File: config.mk
export PLATFORM = sky130hd
export DESIGN_NAME = cbus_arbiter_flat
export DESIGN_NICKNAME = d
export VERILOG_FILES = /design/src/rtl/cbus_arbiter_if.sv /design/src/rtl/cbus_arbiter.sv /design/src/flat_wrapper.sv
export SDC_FILE = /design/constraint.sdc
export NUM_CORES = 1
export LEC_CHECK = 0
export CORE_AREA = 4 4 131 133
export DETAILED_ROUTE_END_ITERATION = 10
export DIE_AREA = 0 0 135 137
export GPL_ROUTABILITY_DRIVEN = 0
export PLACE_DENSITY = 0.48
export SYNTH_ARGS = -nofsm -noshare
export SYNTH_HDL_FRONTEND = slang
export SYNTH_SLANG_ARGS = --single-unit
File: constraint.sdc
create_clock -name clk -period 1.75 [get_ports clk]
set_clock_uncertainty 0.05 [all_clocks]
set_input_delay 0.175 -clock clk [delete_from_list [all_inputs] [get_ports clk]]
set_output_delay 0.175 -clock clk [all_outputs]
set_load 0.005 [all_outputs]
File: src/rtl/cbus_arbiter_if.sv
// cbus request/response types and the arbiter's bundled port interface.
// 'slave' is the arbiter's view; 'master' is the view of the requesters and
// memory side that drive ireqs/oresp.

typedef struct packed {
  logic        valid;
  logic        is_write;
  logic [2:0]  size;
  logic [31:0] addr;
  logic [3:0]  strobe;
  logic [31:0] data;
  logic [3:0]  len;
} cbus_req_t;

typedef struct packed {
  logic        ready;
  logic        last;
  logic [31:0] data;
} cbus_resp_t;

interface cbus_arbiter_if #(
  parameter int NUM_REQ = 2
);
  cbus_req_t  [NUM_REQ-1:0] ireqs;
  cbus_resp_t [NUM_REQ-1:0] iresps;
  cbus_req_t                oreq;
  cbus_resp_t               oresp;
  logic       [NUM_REQ-1:0] grant;
  logic                     busy;

  modport slave (
    input  ireqs,
    input  oresp,
    output iresps,
    output oreq,
    output grant,
    output busy
  );

  modport master (
    output ireqs,
    output oresp,
    input  iresps,
    input  oreq,
    input  grant,
    input  busy
  );
endinterface

File: src/rtl/cbus_arbiter.sv
// cbus_arbiter: shares one outbound cbus port between NUM_REQ requesters.
// A grant is locked for the whole transaction (all burst beats) and released
// on the ready&&last handshake; one IDLE arbitration cycle separates owners.
// Optional feature macro CBUS_ARB_RR_EN: round-robin priority instead of the
// default fixed lowest-index-wins priority.
//
// state | meaning
// IDLE  | no owner, outputs quiet, arbitrating among valid requests
// BUSY  | owner r_sel is steered to oreq, oresp steered back to it only

module cbus_arbiter #(
  parameter  int NUM_REQ = 2,
  localparam int IDX_W   = $clog2(NUM_REQ)
) (
  input  logic          clk,
  input  logic          resetn,
  cbus_arbiter_if.slave bus
);

  localparam logic [0:0] S_IDLE = 1'b0;
  localparam logic [0:0] S_BUSY = 1'b1;

  logic [0:0]       r_state;
  logic [IDX_W-1:0] r_sel;
  logic [IDX_W-1:0] w_win;
  logic             w_any;
  logic             w_done;

`ifdef CBUS_ARB_RR_EN
  logic [IDX_W-1:0] r_rr;

  // Winner search starting at the rr pointer, wrapping modulo NUM_REQ.
  always_comb begin
    int idx;
    idx   = 0;
    w_win = '0;
    w_any = 1'b0;
    for (int k = NUM_REQ - 1; k >= 0; k--) begin
      idx = int'(r_rr) + k;
      if (idx >= NUM_REQ) idx = idx - NUM_REQ;
      if (bus.ireqs[idx].valid) begin
        w_win = IDX_W'(idx);
        w_any = 1'b1;
      end
    end
  end

  // Pointer moves to the slot after the owner when its transaction ends.
  always_ff @(posedge clk or negedge resetn) begin
    if (!resetn) begin
      r_rr <= '0;
    end else if (r_state == S_BUSY && w_done) begin
      r_rr <= (r_sel == IDX_W'(NUM_REQ - 1)) ? '0 : r_sel + IDX_W'(1);
    end
  end
`else
  // Fixed priority: lowest valid index wins (scan downward so it overwrites last).
  always_comb begin
    w_win = '0;
    w_any = 1'b0;
    for (int i = NUM_REQ - 1; i >= 0; i--) begin
      if (bus.ireqs[i].valid) begin
        w_win = IDX_W'(i);
        w_any = 1'b1;
      end
    end
  end
`endif

  assign w_done = bus.oresp.ready & bus.oresp.last;

  // Grant FSM: capture winner in IDLE, hold it until the last-beat handshake.
  always_ff @(posedge clk or negedge resetn) begin
    if (!resetn) begin
      r_state <= S_IDLE;
      r_sel   <= '0;
    end else if (r_state == S_IDLE) begin
      if (w_any) begin
        r_sel   <= w_win;
        r_state <= S_BUSY;
      end
    end else begin
      if (w_done) r_state <= S_IDLE;
    end
  end

  // Steering: pure combinational mux driven by the registered owner, so reset
  // silences oreq and iresps without waiting for a clock edge.
  always_comb begin
    bus.oreq   = '0;
    bus.iresps = '0;
    bus.grant  = '0;
    bus.busy   = 1'b0;
    if (r_state == S_BUSY) begin
      bus.oreq          = bus.ireqs[r_sel];
      bus.iresps[r_sel] = bus.oresp;
      bus.grant[r_sel]  = 1'b1;
      bus.busy          = 1'b1;
    end
  end

`ifndef SYNTHESIS
  a_grant_onehot0: assert property (@(posedge clk) disable iff (!resetn)
    $onehot0(bus.grant));
  a_idle_quiet: assert property (@(posedge clk) disable iff (!resetn)
    !(r_state == S_IDLE && bus.oreq.valid));
  for (genvar j = 0; j < NUM_REQ; j++) begin : g_chk
    a_owner_only_ready: assert property (@(posedge clk) disable iff (!resetn)
      !(bus.iresps[j].ready && !(r_state == S_BUSY && r_sel == IDX_W'(j))));
  end
`endif

endmodule

File: src/flat_wrapper.sv
// flat-port wrapper written by rule: the top's interface ports become plain ports
module cbus_arbiter_flat 
#(
  parameter  int NUM_REQ = 2,
  localparam int IDX_W   = $clog2(NUM_REQ)
)
  (clk, resetn, bus_ireqs, bus_oresp, bus_iresps, bus_oreq, bus_grant, bus_busy);
  cbus_arbiter_if #(.NUM_REQ(NUM_REQ)) bus_i ();
  input  logic clk;
  input  logic resetn;
  input wire logic [$bits(bus_i.ireqs)-1:0] bus_ireqs;
  input wire logic [$bits(bus_i.oresp)-1:0] bus_oresp;
  output wire logic [$bits(bus_i.iresps)-1:0] bus_iresps;
  output wire logic [$bits(bus_i.oreq)-1:0] bus_oreq;
  output wire logic [$bits(bus_i.grant)-1:0] bus_grant;
  output wire logic [$bits(bus_i.busy)-1:0] bus_busy;
  assign bus_i.ireqs = bus_ireqs;
  assign bus_i.oresp = bus_oresp;
  assign bus_iresps = bus_i.iresps;
  assign bus_oreq = bus_i.oreq;
  assign bus_grant = bus_i.grant;
  assign bus_busy = bus_i.busy;
  cbus_arbiter #(.NUM_REQ(NUM_REQ)) u_core (.clk(clk), .resetn(resetn), .bus(bus_i));
endmodule
==> flow_metrics.py <==
metrics = {
    "outcome": {
        "outcome": "finished with violations",
        "violations": "negative setup slack",
    },
    "synthesis": {
        "syn_inst": 260,
        "synth_area_per_cell_um2": 6.901,
        "yosysWarningCount": 0,
        "seq_area_frac_synth_pct": 2.789,
        "synth.distinct_cells": 18,
        "synth_compound_area_share_pct": 1.185,
        "synth.area.top_cells": "mux2i_1 (43%), nor2_1 (16%), and2_1 (12%)",
        "synth_fp_nets": 450,
        "synth_xor_area_share_pct": 0,
        "yosys.area_share.simple_pct": 41.63,
        "synth_top_family_by_area": "multiplexers",
        "muxShareOfSynthArea_pct": 42.96,
        "synth_top_cell_area_share_pct": 42.96,
        "synth_fa_ha_area_share_pct": 0,
        "synth_top_cell_by_area": "mux2i_1",
        "netlist_area_um2": 1794,
        "synth_seq_cells": 2,
    },
    "clock_tree": {
        "cts_tree": "built",
        "clockRootBuffer": "clkbuf_16",
        "h-tree-depth": 1,
        "clk_latency_ns": 0.22,
        "clock_path_buffers": 2,
        "cts_buffers": 3,
        "numClockSinks": 2,
        "cts.clk_slew.worst_paths_ns": 0.03,
        "hold_buffers": 0,
    },
    "timing": {
        "final.setup.worst_slack_ns": -0.2330,
        "setup_viol": 41,
        "rsz0062_at_grt": "true",
        "finalCritPeriodShare_pct": 113.3,
        "hold_violations": 0,
        "tightest_slew_ns": 0.2429,
        "finalCriticalPeriod_ns": 1.983,
        "maxSlewHeadroom_pct": 83.77,
        "slew_viol_final": 0,
        "fmax_mhz": 504.3,
    },
    "cells_and_area": {
        "synthToLayoutAreaGrowth_pct": 211.5,
        "fin_cells": 827,
        "antennaDiodeCount": 0,
        "drive_gt1_share_pct": 19.15,
        "fin_nets": 802,
        "fillers": 1639,
    },
    "route": {
        "first_pass_iters": 4,
        "routedWlPerCell_um": 15.93,
        "via_per_inst": 3.868,
        "ant_nets": 0,
        "drc": 0,
        "wl_mm": 13.17,
        "dr.first_iter.drc_count": 61,
        "num_vias": 3199,
    },
    "pwr": {
        "p_sw_share_pct": 34.93,
        "power_density_nw_per_um2": 572.6,
        "internal_power_mw": 2.083,
        "leakagePower_nw": 3.071,
        "p_switching_mw": 1.118,
        "ir_drop_mv": 0.1846,
        "clockPowerShare_pct": 11.1,
        "power_mw": 3.201,
        "power_frac_comb_pct": 86.5,
        "p_seq_share_pct": 2.4,
    },
    "placed_design": {
        "pre_cts_ws_ns": -0.09927,
        "dp_hpwl_mm": 10.78,
        "numPortBuffers": 337,
        "placed_cells": 805,
    },
    "grt": {
        "grt_antenna_before_repair": 0,
        "grt_max_degree": 41,
        "grt_pass1_wl_mm": 17.74,
        "overflow": 0,
        "grt_pass1_vias": 3316,
        "track_usage_pct": 12.08,
    },
    "setup_path": {
        "worst-endpoint-required_ns": 1.52,
        "start_kind": "register",
        "endpoint_kind": "primary output",
        "crit_type": "register to primary output",
        "cp_max_fo": 29,
        "arrival_ns": 1.76,
    },
    "flow_run": {
        "max_cap_viol_count": 0,
    },
    "floorplan": {
        "die_w_um": 135,
        "rows": 46,
        "die_area_um2": 18500,
        "core_area_um2": 15830,
        "ios": 338,
        "start_util_pct": 11.34,
        "die_h_um": 137,
    },
    "worst_hold_path": {
        "hold_class": "primary input to async pin",
    },
}
[logic make-up (layout without fill, tap and decap cells)]
family                 count (synthesis)  count (layout)
AOI/OAI and AO/OA                      2               2
buffers and inverters                 29             380
DFF                                    2               2
muxes                                 77              77
and+or+nand+nor                      150             150
[routing by layer]
| layer | global-route usage (%) | wire, um |
|---|---|---|
| met2 | 24.65 | 7113 |
| met3 | 3.787 | 1377 |
| met4 | 3.080 | 202 |
| met5 | 0 | 0 |
| met1 | 11.58 | 4480 |
[power groups by stage]
stage	clock, mW	combinational, mW	sequential (mW)
2_1_floorplan	0	1.08	0.0579
3_3_place_gp	0	2.75	0.0753
3_5_place_dp	0	2.76	0.0782
4_1_cts	0.364	2.62	0.0789
5_1_grt	0.368	2.98	0.0790
6_report	0.356	2.77	0.0776
[Yosys cell counts]
master,n
buf_8,1
buf_2,7
nand2_1,1
a2bb2oi_2,1
nor2_1,78
inv_2,1
and2_1,34
nor2b_1,1
buf_4,6
dfrtp_1,2
nor3_1,1
buf_12,3
clkbuf_2,4
clkbuf_1,7
mux2i_1,77
and3_1,34
nor2b_4,1
a31oi_1,1
[layout make-up]
type,count,area (um2),area share [%]
clock buffers,4,78.83,1.410
inverters,1,3.754,0.06716
multi-input cells,229,1562,27.94
flip-flops and latches,2,53.80,0.9626
well taps,216,270.3,4.835
repair buffers,375,3621,64.79
[what timing repair did]
action                                 CTS  global route
gates resized for setup                214           141
setup endpoints to repair              147           112
buffers inserted                         4             8
gates cloned                             2             4
pin swaps                                1             7
endpoints found under the hold margin    0             0
[critical path, cell delays in order (launching register included)]
cell             delay, ns
dfrtp_4               0.52
buf_12                0.20
mux2i_2               0.19
nor2_1                0.10
clkdlybuf4s50_1       0.51
[path summary, 6_finish.rpt]
check / from / to / slack (ns) / cells past startpoint
max: u_core.r_sel / bus_oreq[49] / -0.23 / 4
min: resetn / u_core.r_sel / 0.07 / 1
max reg2reg: u_core.r_sel / u_core.r_sel / 0.40 / 5
min reg2reg: u_core.r_state / u_core.r_state / 0.79 / 2
max in group asynchronous: resetn / u_core.r_sel / 1.45 / 1
min in group clk: bus_ireqs[76] / u_core.r_sel / 0.56 / 2
[sequential cells by signal, indices dropped and copies added, names as in the netlist]
signal and flops:
u_core.r_state 1, u_core.r_sel 1
[placed cells by master, fill, tap and decap left out, types with 2 or more instances in the layout]
cell type,count
and2_1,33
and3_1,34
buf_12,10
buf_16,2
buf_2,34
buf_4,11
buf_6,5
buf_8,6
clkbuf_16,7
clkbuf_2,34
clkdlybuf4s15_1,9
clkdlybuf4s50_1,191
dlygate4sd2_1,45
dlymetal6s2s_1,24
mux2i_1,74
mux2i_2,2
nor2_1,78
[stage by stage]
step                area [um2]  hold slack, ns  setup TNS (ns)  utilization [%]
detailed placement        5478          0.3013          -1.741            34.61
CTS                       5482         0.06730          -6.335            34.63
finish                    5589         0.06693          -3.436            35.31
global route              5589         0.07708          -7.156            35.31
global placement          5478          0.3019         -0.9745            34.61
floorplan                 1794         -0.1706               0                -
(Power assumes the default switching activity.)
